## src/rtl/register_file.sv

```systemverilog
// 32 x 32-bit MIPS register file: two combinational read ports, one synchronous write port,
// a bypass-free debug read port and a committed-write counter. Optional macro: RF_BYPASS_EN.
module register_file #(
   parameter int DATA_W = 32,
   parameter int ADDR_W = 5
) (
   input  logic              clk,
   input  logic              reset_n,
   input  logic              enable,
   input  logic              wr_en,
   input  logic [ADDR_W-1:0] wr_addr,
   input  logic [DATA_W-1:0] wr_data,
   input  logic [ADDR_W-1:0] rd_addr_a,
   input  logic [ADDR_W-1:0] rd_addr_b,
   output logic [DATA_W-1:0] rd_data_a,
   output logic [DATA_W-1:0] rd_data_b,
   input  logic [ADDR_W-1:0] dbg_addr,
   output logic [DATA_W-1:0] dbg_data,
   output logic [31:0]       wr_count
);

   localparam int DEPTH = 2 ** ADDR_W;

   logic [DATA_W-1:0] r_mem [0:DEPTH-1];
   logic [31:0]       r_wr_count;

   logic              w_wr_commit;
   logic [DATA_W-1:0] w_stored_a;
   logic [DATA_W-1:0] w_stored_b;
   logic [DATA_W-1:0] w_stored_dbg;

   // A write to $zero is not a commit: it neither updates storage nor counts.
   assign w_wr_commit = enable & wr_en & (wr_addr != '0);

   always_ff @(posedge clk) begin
      if (!reset_n) begin
         for (int i = 0; i < DEPTH; i++) begin
            r_mem[i] <= '0;
         end
         r_wr_count <= '0;
      end else if (w_wr_commit) begin
         r_mem[wr_addr] <= wr_data;
         r_wr_count     <= r_wr_count + 32'd1;
      end
   end

   assign w_stored_a   = r_mem[rd_addr_a];
   assign w_stored_b   = r_mem[rd_addr_b];
   assign w_stored_dbg = r_mem[dbg_addr];

`ifdef RF_BYPASS_EN
   logic w_byp_a;
   logic w_byp_b;

   // Write-first forwarding closes the WB->ID hazard; a write lost to reset must not leak through.
   assign w_byp_a = reset_n & w_wr_commit & (wr_addr == rd_addr_a);
   assign w_byp_b = reset_n & w_wr_commit & (wr_addr == rd_addr_b);

   assign rd_data_a = (rd_addr_a == '0) ? '0 : (w_byp_a ? wr_data : w_stored_a);
   assign rd_data_b = (rd_addr_b == '0) ? '0 : (w_byp_b ? wr_data : w_stored_b);
`else
   assign rd_data_a = (rd_addr_a == '0) ? '0 : w_stored_a;
   assign rd_data_b = (rd_addr_b == '0) ? '0 : w_stored_b;
`endif

   assign dbg_data = (dbg_addr == '0) ? '0 : w_stored_dbg;
   assign wr_count = r_wr_count;

endmodule

```

## config.mk

```make
export PLATFORM = sky130hd
export DESIGN_NAME = register_file
export DESIGN_NICKNAME = d
export VERILOG_FILES = /design/src/rtl/register_file.sv
export SDC_FILE = /design/constraint.sdc
export NUM_CORES = 2
export LEC_CHECK = 0
export CORE_ASPECT_RATIO = 0.9
export CORE_UTILIZATION = 60
export CTS_CLUSTER_SIZE = 20
export DETAILED_ROUTE_END_ITERATION = 10
export HOLD_SLACK_MARGIN = 0.08
export PLACE_DENSITY_LB_ADDON = 0.25
export SETUP_SLACK_MARGIN = 0.15
export SKIP_LAST_GASP = 1
export SLEW_MARGIN = 10
export SYNTH_ARGS = -nofsm -noshare
export SYNTH_HDL_FRONTEND = slang
export SYNTH_SLANG_ARGS = --single-unit
export TNS_END_PERCENT = 1
```

## constraint.sdc

```tcl
create_clock -name clk -period 4.8 [get_ports clk]
set_input_delay 0.48 -clock clk [delete_from_list [all_inputs] [get_ports clk]]
set_output_delay 0.48 -clock clk [all_outputs]
set_load 0.005 [all_outputs]
```

Word-level counts from Yosys, hierarchy flattened
Memory sizes are Yosys's and may differ from the RTL's.
Index checks and enable logic that the tools add are counted.
{"block": "word_totals", "register_bits": 32, "ram_bits": 1024, "wordCells": 20, "mem_count": 1}
{"memory": "r_mem", "depth": 32, "width": 32, "rd": 3, "rd_clocked_by_memory_dff": 0, "write_ports": 32, "line_no": "24", "source": "logic [DATA_W-1:0] r_mem [0:DEPTH-1];"}
{"block": "op_classes", "n_addsub": 1, "n_mux": 10, "bitwise": 2, "reduce_logical": 5}
{"op": "$mux 32", "n": 4}
{"op": "$add 32x1->32 const B", "n": 1}
{"op": "$reduce_or 32->1", "n": 1}
{"op": "$logic_not 5->1", "n": 3}
{"op": "$mux 1", "n": 5}
{"op": "$mux 5", "n": 1}
{"op": "$reduce_bool 5->1", "n": 1}
{"op": "$and 1x1->1", "n": 2}

Logic depth before layout (Yosys ltp)
{"block": "logic_depth", "ltp_word": 7, "mapped_depth": 8, "mapped_depth_nobuf": 6}

Worst setup path before layout
OpenSTA, ideal clock, no wires.
{"block": "synth_path", "kind": "input to register", "startpoint": "input wr_addr[3]", "endpoint": "memory r_mem[16][0] (enable)", "arrival_time_ns": 3.561, "required_time_ns": 4.334, "slack_ns": 0.774, "cell_stages": 4, "cell_sequence": "buf_2 or3b_2 clkbuf_1 o21ai_0"}
{"item": "start: declaration", "line_no": "11", "source": "input logic [ADDR_W-1:0] wr_addr,"}
{"item": "end: declaration", "line_no": "24"}

Final worst setup path
{"block": "layout_path", "startpoint": "input dbg_addr[3]", "endpoint": "output dbg_data[10]"}
{"block": "layout_between", "elab_chain_cells": 2, "word_cells_on_any_way": 3, "classes_between": "mux (1); reduce/logical (1); memory (1)"}
{"item": "start: declaration", "line_no": "17", "source": "input logic [ADDR_W-1:0] dbg_addr,"}
{"item": "$mem_v2 32x32 or $logic_not 5->1 (tied branches)"}
{"item": "$mux 32 *", "line_no": "66", "source": "assign dbg_data = (dbg_addr == '0) ? '0 : w_stored_dbg;"}
{"item": "end: declaration", "line_no": "18", "source": "output logic [DATA_W-1:0] dbg_data,"}
Every way passes the cells marked *; elsewhere a longest branch is shown, timed or not.

==> flow_metrics.py <==
metrics = {
    "outcome": {
        "outcome": "complete, but fails checks",
        "violations": "design-rule violations",
    },
    "setup_path": {
        "cp_top_family": "buffers and inverters",
        "r2r_end": "wr_count[29]",
        "criticalPathCategory": "input pin to primary output",
        "critPathLaunchType": "input pin",
        "rrSetupSlack_ns": 2.72,
        "crit_arrival_ns": 4.18,
        "cp.buffers_inverters": 3,
        "r2r_start": "wr_count[5]",
        "path_cells": "buf_2 > nand2b_1 > buf_4 > o21ai_0 > a21oi_1 > clkdlybuf4s50_1",
        "worst_r2r_path_depth": 5,
        "cpPeakStageDelay_ns": 1.09,
        "cp_max_fo": 13,
        "slowest_stage": "o21ai_0",
        "crit_cells": 6,
        "end_kind": "primary output",
        "worstPathRequired_ns": 4.32,
    },
    "timing": {
        "slew_headroom": 0.06658,
        "finalHoldViolations": 0,
        "fin_skew_ns": 0.01126,
        "fin_crit_ns": 4.664,
        "tns_ns": 0,
        "setup_viol": 0,
        "finalCritPeriodShare": 0.9716,
        "tightest_slew_ns": 1.385,
        "rsz0062_at_grt": "false",
        "fmax_mhz": 214.4,
        "slew_viol_final": 0,
    },
    "route": {
        "first_pass_iters": 11,
        "wirelength_um": 226900,
        "antenna_left": 0,
        "drtIter0Drc": 8684,
        "avgViaCountPerCell": 7.715,
        "drc": 10,
        "dr_total_vias": 45320,
        "post_drt_wl_per_cell_um": 38.63,
    },
    "cts": {
        "cts_hold_buf": 1,
        "cts.clk_slew.worst_paths_ns": 0.07,
        "cts_buffers": 114,
        "clock-sinks": 1056,
        "postCtsSetupBuffers": 0,
        "cts.repair.resized": 0,
        "clockBufferDepth": 3,
        "h-tree-depth": 3,
        "insertion_delay_ns": 0.72,
        "cts_tree": "built",
        "root_buffer": "clkbuf_16",
    },
    "floorplan": {
        "die_h_um": 312.2,
        "die_area_um2": 108300,
        "row_count": 113,
        "initial_core_util": 0.6068,
        "die_w_um": 346.7,
        "io_pins": 184,
        "coreArea_um2": 105800,
    },
    "global_route": {
        "grt_overflow": 0,
        "grt_pass1_wl_um": 318800,
        "antenna_found_initial": 23,
        "track_usage": 0.4187,
        "grt_pass1_vias": 44194,
        "grt_max_degree": 66,
    },
    "yosys": {
        "syn_avg_cell_area_um2": 14.86,
        "synthMuxAreaShare": 0.3180,
        "syn_inst": 4317,
        "ys.flop_type": "edfxtp_1",
        "synthSimpleGateAreaFrac": 0.1159,
        "yosys.area_share.xor_xnor": 0.003139,
        "ys_seq_elements": 1056,
        "yosysWarningCount": 0,
        "ys_seq_area_frac": 0.4892,
        "synth_top_family_by_area": "multiplexers",
        "synth-compound-area-share": 0.03948,
        "async_flop_share": 0,
        "syn-cell-area_um2": 64170,
        "synth_edf_count": 1024,
        "synthAdderAreaFrac": 0.0001950,
        "synth_cell_types": 42,
    },
    "final_layout": {
        "area_growth_pct": 12.69,
        "fin_area_um2": 72310,
        "layout-drive-gt1-share": 0.3197,
        "final_util": 0.6837,
        "layout_commonest_cell": "edfxtp_1",
        "layout_common_cells": "edfxtp_1, and2_1, mux4_2, buf_4, mux2_2",
        "final_nets": 4450,
    },
    "place": {
        "dp_hpwl_um": 144800,
        "gp_congestion": 0.9986,
        "portBuffers": 183,
        "dpl_cell_area_um2": 68540,
    },
    "worst_hold_path": {
        "min_to": "r_mem[24][21]",
        "hold_path_depth": 2,
        "min_path_type": "input pin to flop",
        "min_from": "wr_data[21]",
    },
    "job": {
        "max_cap_violations": 0,
    },
    "power_and_ir_drop": {
        "pwr_density_cell_nw_per_um2": 332.5,
        "leakage_nw": 24.35,
        "ir_drop_mv": 0.3192,
    },
}
## power by group
| group | internal (mW) | leakage (nW) | switching, mW |
|---|---|---|---|
| Combinational | 1.82 | 12.6 | 2.19 |
| Clock | 5.28 | 1.80 | 3.80 |
| Sequential | 10.6 | 10.0 | 0.365 |
## logic make-up after synthesis
group                    count (synthesis)
AND/OR/NAND/NOR                       1261
multiplexers                          1058
flip-flops                            1056
buffers and inverters                  486
AO/OA/AOI/OAI                          431
XOR/XNOR                                23
adder cells (fa/ha/maj)                  1
other                                    1
## sequential cells by signal (all words and copies together) (netlist names)
signal,flops
r_mem,1024
wr_count,32
## layer usage
layer  share of wire  global-route usage  up-vias
met5         0.00048                   0        -
met4           0.059              0.2005       18
met3            0.18              0.1868      905
met2            0.43              0.6015     4574
met1            0.33              0.5471    22694
li1                -                   -    17129
## stage by stage
stage               hold WS, ns  std cells  power [mW]  setup WS, ns
global placement         0.4698       5655       14.88        0.5169
detailed placement       0.4946       5656       14.96        0.5258
global route             0.4859       5866       24.43        0.2439
finish                   0.4875       5874       24.04        0.1362
CTS                      0.5208       5862       23.85        0.5089
floorplan                0.4591       4348       13.32        0.7735
## worst max-delay path by stage
stage                     start            to  slack (ns)
finish              dbg_addr[3]  dbg_data[10]        0.14
global route        dbg_addr[0]  dbg_data[10]        0.24
CTS                 dbg_addr[0]  dbg_data[10]        0.51
detailed placement  dbg_addr[0]  dbg_data[10]        0.53
global placement    dbg_addr[0]  dbg_data[10]        0.52
floorplan            wr_addr[3]  r_mem[16][0]        0.77
## Yosys cell counts (92+ instances only)
library cell     n  area [um2]
edfxtp_1      1024       30750
and2_1         998        6243
mux4_2         768       17300
clkbuf_1       296        1111
mux2_2         167        1881
a21oi_1        128       640.6
mux2i_1        123        1231
o21ai_0        110       550.5
buf_2          107       535.5
nand2_1         92       345.3
nor2_1          92       345.3
## final cells by class
class / instances / area, um2
diodes: 12 / 30.03
clock buffers: 142 / 3010
clock inverters: 63 / 747.0
fillers: 6912 / 33450
inverters: 4 / 16.27
multi-input cells: 2806 / 31360
flip-flops and latches: 1056 / 31390
well taps: 1380 / 1727
repair buffers: 411 / 4025
No activity file was read; power rests on OpenSTA's default activity.
